`src/rtl/tdc_meas_ctrl_pkg.sv`:
```
// Shared constants, widths, FSM state type and result record for the TDC measurement sequencer.
package tdc_meas_ctrl_pkg;

  localparam int unsigned N        = 64;
  localparam int unsigned LAT      = 3;
  localparam int unsigned ARM_CYC  = 2;
  localparam int unsigned CNT_W    = 8;
  localparam int unsigned SETTLE_W = 4;

  function automatic int unsigned hw_width(input int unsigned taps);
    return $clog2(taps) + 1;
  endfunction

  function automatic int unsigned acc_width(input int unsigned taps, input int unsigned cnt_w);
    return hw_width(taps) + cnt_w;
  endfunction

  localparam int unsigned HW_W   = hw_width(N);
  localparam int unsigned ACC_W  = acc_width(N, CNT_W);
  localparam int unsigned RCNT_W = CNT_W + 1;
  // One timer serves ARM, WAIT and SETTLE; SETTLE needs the widest range.
  localparam int unsigned TMR_W  = SETTLE_W;

  typedef enum logic [2:0] {
    IDLE,
    ARM,
    LAUNCH,
    WAIT,
    SAMPLE,
    SETTLE,
    DONE
  } ctrl_state_t;

  typedef struct packed {
    logic [ACC_W-1:0]  sum;
    logic [HW_W-1:0]   hw_min;
    logic [HW_W-1:0]   hw_max;
    logic [RCNT_W-1:0] cnt;
  } res_rec_t;

endpackage

```
`src/rtl/tdc_meas_ctrl_if.sv`:
```
// Request / result-record bus between a host and the TDC measurement sequencer.
interface tdc_meas_ctrl_if;
  import tdc_meas_ctrl_pkg::*;

  logic                start;
  logic                abort;
  logic [CNT_W-1:0]    n_samples;
  logic [SETTLE_W-1:0] settle;
  logic                busy;
  logic                res_valid;
  logic                res_ready;
  logic [ACC_W-1:0]    res_sum;
  logic [HW_W-1:0]     res_min;
  logic [HW_W-1:0]     res_max;
  logic [RCNT_W-1:0]   res_cnt;

  modport master (
    output start, abort, n_samples, settle, res_ready,
    input  busy, res_valid, res_sum, res_min, res_max, res_cnt
  );

  modport slave (
    input  start, abort, n_samples, settle, res_ready,
    output busy, res_valid, res_sum, res_min, res_max, res_cnt
  );

endinterface

```
`src/rtl/tdc_meas_ctrl_stat_accum.sv`:
```
// Burst statistics: clamped hamming-weight sum, min, max and sample count.
module tdc_meas_ctrl_stat_accum
  import tdc_meas_ctrl_pkg::*;
(
  input  logic            clk_capture,
  input  logic            rst,
  input  logic            clear_i,
  input  logic            en_i,
  input  logic [HW_W-1:0] hw_i,
  output res_rec_t        res_o
);

  res_rec_t        res_q;
  res_rec_t        res_d;
  logic [HW_W-1:0] hw_c;

  // A fresh record loads min/max from the first sample regardless of their reset values.
  always_comb begin
    hw_c  = (hw_i > HW_W'(N)) ? HW_W'(N) : hw_i;
    res_d = res_q;
    if (clear_i) begin
      res_d.sum    = '0;
      res_d.hw_min = '1;
      res_d.hw_max = '0;
      res_d.cnt    = '0;
    end else if (en_i) begin
      res_d.sum = res_q.sum + ACC_W'(hw_c);
      res_d.cnt = res_q.cnt + RCNT_W'(1);
      if ((res_q.cnt == '0) || (hw_c < res_q.hw_min)) res_d.hw_min = hw_c;
      if ((res_q.cnt == '0) || (hw_c > res_q.hw_max)) res_d.hw_max = hw_c;
    end
  end

  always_ff @(posedge clk_capture) begin
    if (rst) begin
      res_q.sum    <= '0;
      res_q.hw_min <= '1;
      res_q.hw_max <= '0;
      res_q.cnt    <= '0;
    end else begin
      res_q <= res_d;
    end
  end

  assign res_o = res_q;

endmodule

```
`src/rtl/tdc_meas_ctrl.sv`:
```
// TDC measurement sequencer: arms the core, issues a burst of launches, samples each result
// a fixed pipeline latency later and presents one sum/min/max/count record.
module tdc_meas_ctrl
  import tdc_meas_ctrl_pkg::*;
(
  input  logic            clk_capture,
  input  logic            rst,
  tdc_meas_ctrl_if.slave  ctrl_if,
  output logic            tdc_en_o,
  output logic            tdc_pg_tog_o,
  input  logic [HW_W-1:0] tdc_hw_i
);

  ctrl_state_t         state_q, state_d;
  logic [TMR_W-1:0]    timer_q, timer_d;
  logic [RCNT_W-1:0]   remaining_q, remaining_d;
  logic [SETTLE_W-1:0] settle_q, settle_d;
  logic                busy_q, busy_d;
  logic                tdc_en_q, tdc_en_d;
  logic                pg_tog_q, pg_tog_d;
  logic                res_valid_q, res_valid_d;
  logic                clear_c;
  logic                sample_c;
  res_rec_t            res;

  // Next state; registered outputs are decoded from the next state so they align with it.
  always_comb begin
    state_d     = state_q;
    timer_d     = timer_q;
    remaining_d = remaining_q;
    settle_d    = settle_q;
    clear_c     = 1'b0;
    sample_c    = 1'b0;

    unique case (state_q)
      IDLE: begin
        if (ctrl_if.start && !ctrl_if.abort) begin
          state_d     = ARM;
          timer_d     = TMR_W'(ARM_CYC - 1);
          remaining_d = (ctrl_if.n_samples == '0) ? RCNT_W'(2 ** CNT_W)
                                                  : {1'b0, ctrl_if.n_samples};
          settle_d    = ctrl_if.settle;
          clear_c     = 1'b1;
        end
      end
      ARM: begin
        if (timer_q == '0) state_d = LAUNCH;
        else               timer_d = timer_q - TMR_W'(1);
      end
      LAUNCH: begin
        state_d = WAIT;
        timer_d = TMR_W'(LAT - 2);
      end
      WAIT: begin
        if (timer_q == '0) state_d = SAMPLE;
        else               timer_d = timer_q - TMR_W'(1);
      end
      SAMPLE: begin
        sample_c    = 1'b1;
        remaining_d = remaining_q - RCNT_W'(1);
        if (settle_q != '0) begin
          state_d = SETTLE;
          timer_d = settle_q - TMR_W'(1);
        end else if (remaining_q == RCNT_W'(1)) begin
          state_d = DONE;
        end else begin
          state_d = LAUNCH;
        end
      end
      SETTLE: begin
        if (timer_q == '0) state_d = (remaining_q == '0) ? DONE : LAUNCH;
        else               timer_d = timer_q - TMR_W'(1);
      end
      DONE: begin
        if (ctrl_if.res_ready) state_d = IDLE;
      end
      default: state_d = IDLE;
    endcase

    if ((state_q != IDLE) && ctrl_if.abort) state_d = IDLE;

    busy_d      = (state_d != IDLE);
    tdc_en_d    = (state_d inside {ARM, LAUNCH, WAIT, SAMPLE, SETTLE});
    pg_tog_d    = (state_d == LAUNCH);
    res_valid_d = (state_d == DONE);
  end

  always_ff @(posedge clk_capture) begin
    if (rst) begin
      state_q     <= IDLE;
      timer_q     <= '0;
      remaining_q <= '0;
      settle_q    <= '0;
      busy_q      <= 1'b0;
      tdc_en_q    <= 1'b0;
      pg_tog_q    <= 1'b0;
      res_valid_q <= 1'b0;
    end else begin
      state_q     <= state_d;
      timer_q     <= timer_d;
      remaining_q <= remaining_d;
      settle_q    <= settle_d;
      busy_q      <= busy_d;
      tdc_en_q    <= tdc_en_d;
      pg_tog_q    <= pg_tog_d;
      res_valid_q <= res_valid_d;
    end
  end

  tdc_meas_ctrl_stat_accum u_stat (
    .clk_capture (clk_capture),
    .rst         (rst),
    .clear_i     (clear_c),
    .en_i        (sample_c),
    .hw_i        (tdc_hw_i),
    .res_o       (res)
  );

  assign tdc_en_o          = tdc_en_q;
  assign tdc_pg_tog_o      = pg_tog_q;
  assign ctrl_if.busy      = busy_q;
  assign ctrl_if.res_valid = res_valid_q;
  assign ctrl_if.res_sum   = res.sum;
  assign ctrl_if.res_min   = res.hw_min;
  assign ctrl_if.res_max   = res.hw_max;
  assign ctrl_if.res_cnt   = res.cnt;

endmodule
```
`src/flat_wrapper.sv`:
```
// flat-port wrapper written by rule: the top's interface ports become plain ports
module tdc_meas_ctrl_flat import tdc_meas_ctrl_pkg::*;
  (clk_capture, rst, tdc_en_o, tdc_pg_tog_o, tdc_hw_i, ctrl_if_start, ctrl_if_abort, ctrl_if_n_samples, ctrl_if_settle, ctrl_if_res_ready, ctrl_if_busy, ctrl_if_res_valid, ctrl_if_res_sum, ctrl_if_res_min, ctrl_if_res_max, ctrl_if_res_cnt);
  tdc_meas_ctrl_if ctrl_if_i ();
  input  logic clk_capture;
  input  logic rst;
  output logic tdc_en_o;
  output logic tdc_pg_tog_o;
  input  logic [HW_W-1:0] tdc_hw_i;
  input wire logic [$bits(ctrl_if_i.start)-1:0] ctrl_if_start;
  input wire logic [$bits(ctrl_if_i.abort)-1:0] ctrl_if_abort;
  input wire logic [$bits(ctrl_if_i.n_samples)-1:0] ctrl_if_n_samples;
  input wire logic [$bits(ctrl_if_i.settle)-1:0] ctrl_if_settle;
  input wire logic [$bits(ctrl_if_i.res_ready)-1:0] ctrl_if_res_ready;
  output wire logic [$bits(ctrl_if_i.busy)-1:0] ctrl_if_busy;
  output wire logic [$bits(ctrl_if_i.res_valid)-1:0] ctrl_if_res_valid;
  output wire logic [$bits(ctrl_if_i.res_sum)-1:0] ctrl_if_res_sum;
  output wire logic [$bits(ctrl_if_i.res_min)-1:0] ctrl_if_res_min;
  output wire logic [$bits(ctrl_if_i.res_max)-1:0] ctrl_if_res_max;
  output wire logic [$bits(ctrl_if_i.res_cnt)-1:0] ctrl_if_res_cnt;
  assign ctrl_if_i.start = ctrl_if_start;
  assign ctrl_if_i.abort = ctrl_if_abort;
  assign ctrl_if_i.n_samples = ctrl_if_n_samples;
  assign ctrl_if_i.settle = ctrl_if_settle;
  assign ctrl_if_i.res_ready = ctrl_if_res_ready;
  assign ctrl_if_busy = ctrl_if_i.busy;
  assign ctrl_if_res_valid = ctrl_if_i.res_valid;
  assign ctrl_if_res_sum = ctrl_if_i.res_sum;
  assign ctrl_if_res_min = ctrl_if_i.res_min;
  assign ctrl_if_res_max = ctrl_if_i.res_max;
  assign ctrl_if_res_cnt = ctrl_if_i.res_cnt;
  tdc_meas_ctrl u_core (.clk_capture(clk_capture), .rst(rst), .ctrl_if(ctrl_if_i), .tdc_en_o(tdc_en_o), .tdc_pg_tog_o(tdc_pg_tog_o), .tdc_hw_i(tdc_hw_i));
endmodule
```
`config.mk`:
```
export PLATFORM = sky130hd
export DESIGN_NAME = tdc_meas_ctrl_flat
export DESIGN_NICKNAME = d
export VERILOG_FILES = /design/src/rtl/tdc_meas_ctrl_pkg.sv /design/src/rtl/tdc_meas_ctrl_if.sv /design/src/rtl/tdc_meas_ctrl_stat_accum.sv /design/src/rtl/tdc_meas_ctrl.sv /design/src/flat_wrapper.sv
export SDC_FILE = /design/constraint.sdc
export NUM_CORES = 1
export LEC_CHECK = 0
export CAP_MARGIN = 20
export CORE_UTILIZATION = 55
export CTS_CLUSTER_DIAMETER = 50
export DETAILED_ROUTE_END_ITERATION = 12
export PLACE_DENSITY = 0.93
export SETUP_SLACK_MARGIN = 0.02
export SLEW_MARGIN = 20
export SYNTH_ARGS = -nofsm -noshare
export SYNTH_HDL_FRONTEND = slang
export SYNTH_SLANG_ARGS = --single-unit
```
`constraint.sdc`:
```
create_clock -name clk_capture -period 4.1 [get_ports clk_capture]
set_input_delay 0.82 -clock clk_capture [delete_from_list [all_inputs] [get_ports clk_capture]]
set_output_delay 0.82 -clock clk_capture [all_outputs]
set_load 0.05 [all_outputs]
```
==> run_results.csv <==
group,metric,value,unit
logic_synthesis,async_flop_share,0,
timing,hold_violations,0,
placed_design,port_buffers,65,
logic_synthesis,yosys_warnings,0,
drt,drc,0,
die,io_pins,66,
critical_path,cp_cell_sequence,"clkdlybuf4s50_1, nand2b_1, inv_1, ha_1, fa_1, a211o_1, a2111oi_2, and4bb_2, xnor2_1, nor2_1",
clocking,htree_num_levels,3,
critical_path,crit_type,"in2reg",
global_routing,grt_max_degree,34,
global_routing,busiest_layer,"met2",
drt,via_per_inst,6.20,
critical_path,cp_max_fo,5,
global_routing,antenna_found_initial,0,
logic_synthesis,ys_seq_area_frac,0.349,
drt,firstDrtPassIters,5,
timing,rsz0062_at_grt,"false",
die,die_y,82.4,µm
clocking,clock_latency,0.34,ns
timing,tns,0,ns
pwr,powerDensity,386,nW/µm²
critical_path,arrival,3.61,ns
timing,fmax,293,MHz
min_path,hold_path_class,"reg2reg",
logic_synthesis,synth_edf_count,0,
drt,route.vias.total,3538,
global_routing,grt_pass1_vias,3305,
placed_design,gp_congestion,0.867,
min_path,holdPathStages,2,
critical_path,r2r_cells,7,
run_status,status,"finished, final reports clean",
clocking,clock_path_buffers,2,
logic_synthesis,syn_area_per_cell,8.26,µm²
critical_path,cp_slowest_cell,"a2111oi_2",
pwr,ir_drop,0.449,mV
critical_path,critPathRequiredTime,4.30,ns
die,start_util,0.586,
die,die_area,6790,µm²
critical_path,cpPeakStageDelay,0.52,ns
global_routing,gr-total-overflow,0,
logic_synthesis,post_synth_num_cell_types,56,
drt,drt_iter0_drc,192,
clocking,cts_root_buffer,"clkbuf_8",
cells_and_area,syn2layout_area_growth,24.3,%
timing,tightest_slew,0.702,ns
global_routing,groute.usage.overall,0.282,
die,die_w,82.4,µm
timing,setup_viol,0,
clocking,clk_pin_slew,0.06,ns
clocking,cts.sinks,62,
timing,min_period_over_period,0.831,
clocking,cts_tree,"yes",
critical_path,start_kind,"input pin",
drt,ant_nets,0,
cells_and_area,drive_above_1_share,0.0625,
die,coreArea,6060,µm²
drt,wire_per_inst,15.8,µm
timing,maxSlewHeadroom,0.532,
drt,drt_wl_total,9.00,mm
global_routing,grt_pass1_wl,14.6,mm
global_routing,grtUsageMet1,0.343,
clocking,cts_setup_buffers,0,
timing,min_period,3.41,ns
clocking,numCtsBuffers,9,
timing,finClkSkew,0.00348,ns
die,rows,28,
global_routing,met2_usage,0.466,
logic_synthesis,syn_area,3550,µm²
timing,drv_slew,0,
run,maxCapViolCount,0,
global_routing,gr-usage-met3,0.0681,
clocking,ctsResizeCount,0,
placed_design,dp_hpwl,6.51,mm
logic_synthesis,synth_nets,481,
cells_and_area,final_area,4420,µm²
placed_design,place_area,4260,µm²
cells_and_area,n_antenna_cell,0,
logic_synthesis,ys_ff_latch,62,
critical_path,end_kind,"flop",
pwr,p_leak,1.75,nW
clocking,cts_hold_buf,0,
logic_synthesis,synth_cells,430,
cells_and_area,finalNetCount,544,
logic_synthesis,ys.flop_type,"dfxtp_1",
==> power by group <==
part | internal [mW] | switching (mW) | total [mW]
combinational | 0.214 | 0.311 | 0.525
clock | 0.227 | 0.221 | 0.448
sequential | 0.656 | 0.0749 | 0.731
==> routing by layer <==
| layer | up-vias | wire (µm) |
|---|---|---|
| met5 | - | 0 |
| met4 | 0 | 227 |
| met3 | 25 | 601 |
| met2 | 149 | 4190 |
| met1 | 1666 | 3980 |
| li1 | 1698 | - |
==> worst max-delay path, delay by kind of cell <==
family,cells,cell delay [ns]
buf+inv,2,0.57
fa+ha+maj,2,0.66
simple gates,3,0.53
xor+xnor,1,0.13
compound gates,2,0.90
==> placed cells by master (no fill, tap or decap), types with 4 or more instances in the layout <==
cell type        synthesis  final
or3_1                    5      5
nand2b_1                 4      4
a211oi_1                11     11
o21a_1                   4      4
dfxtp_1                 62     62
nand3_1                 12     12
o21ai_0                 34     34
a21oi_1                 39     39
nor2_1                  37     37
buf_4                    0      6
mux2i_1                  7      7
nor4_1                   7      7
and3_1                   6      6
xor2_1                   9      9
nand2_1                 35     35
inv_1                   23     23
ha_1                    26     26
a31oi_1                  4      4
a221o_1                  6      6
xnor2_1                  7      7
nand4_1                  7      7
nor3_1                   9      9
clkdlybuf4s50_1          0     65
clkbuf_8                 0     10
nor2b_1                  9      9
o211ai_1                 4      4
==> sequential cells by signal, summed over array words and instances (netlist names) <==
signal,count
u_core.ctrl_if.busy,1
u_core.ctrl_if.res_valid,1
u_core.remaining_q,9
u_core.settle_q,4
u_core.state_q,3
u_core.tdc_en_o,1
u_core.tdc_pg_tog_o,1
u_core.timer_q,4
u_core.u_stat.res_o,38
==> cell type report <==
class | count | area [µm²]
Clock inverter | 2 | 10.0
Tap cell | 75 | 93.8
Clock buffer | 12 | 145
Timing Repair Buffer | 71 | 696
Multi-Input combinational cell | 326 | 2140
Sequential cell | 62 | 1240
Fill cell | 471 | 1640
Inverter | 23 | 86.3
==> kinds of logic (layout without fill, tap and decap cells) <==
family          Yosys count  count (layout)  synth area share
compound gates          126             126             0.228
xor+xnor                 16              16            0.0394
fa+ha+maj                27              27            0.0972
buf+inv                  42             108            0.0486
flops                    62              62             0.349
mux                       7               7            0.0197
simple gates            150             150             0.218
==> cell usage after synthesis, types with 11 or more instances <==
master	count	area [µm²]
a21oi_1	39	195
ha_1	26	325
nor2_1	37	139
a211oi_1	11	82.6
nand3_1	12	60.1
clkbuf_1	11	41.3
o21ai_0	34	170
nand2_1	35	131
inv_1	23	86.3
dfxtp_1	62	1240
==> through the flow <==
| step | setup WS (ns) | instances | total power, mW | utilization | hold slack, ns |
|---|---|---|---|---|---|
| after global placement | 0.458 | 557 | 1.23 | 0.703 | 0.465 |
| after detailed placement | 0.388 | 557 | 1.25 | 0.703 | 0.468 |
| final | 0.691 | 571 | 1.70 | 0.729 | 0.481 |
| after global routing | 0.537 | 571 | 1.79 | 0.729 | 0.498 |
| after CTS | 0.738 | 571 | 1.70 | 0.729 | 0.480 |
| after floorplan | 1.12 | 430 | 1.13 | - | 0.458 |
==> worst paths after layout <==
check                           from                 endpoint  slack [ns]
min          u_core.u_stat.res_o[29]  u_core.u_stat.res_o[29]        0.48
max reg2reg  u_core.u_stat.res_o[23]  u_core.u_stat.res_o[37]        1.58
min reg2reg  u_core.u_stat.res_o[29]  u_core.u_stat.res_o[29]        0.48
max                      tdc_hw_i[6]  u_core.u_stat.res_o[37]        0.69
Note: power is estimated with default switching activity, not from simulation.
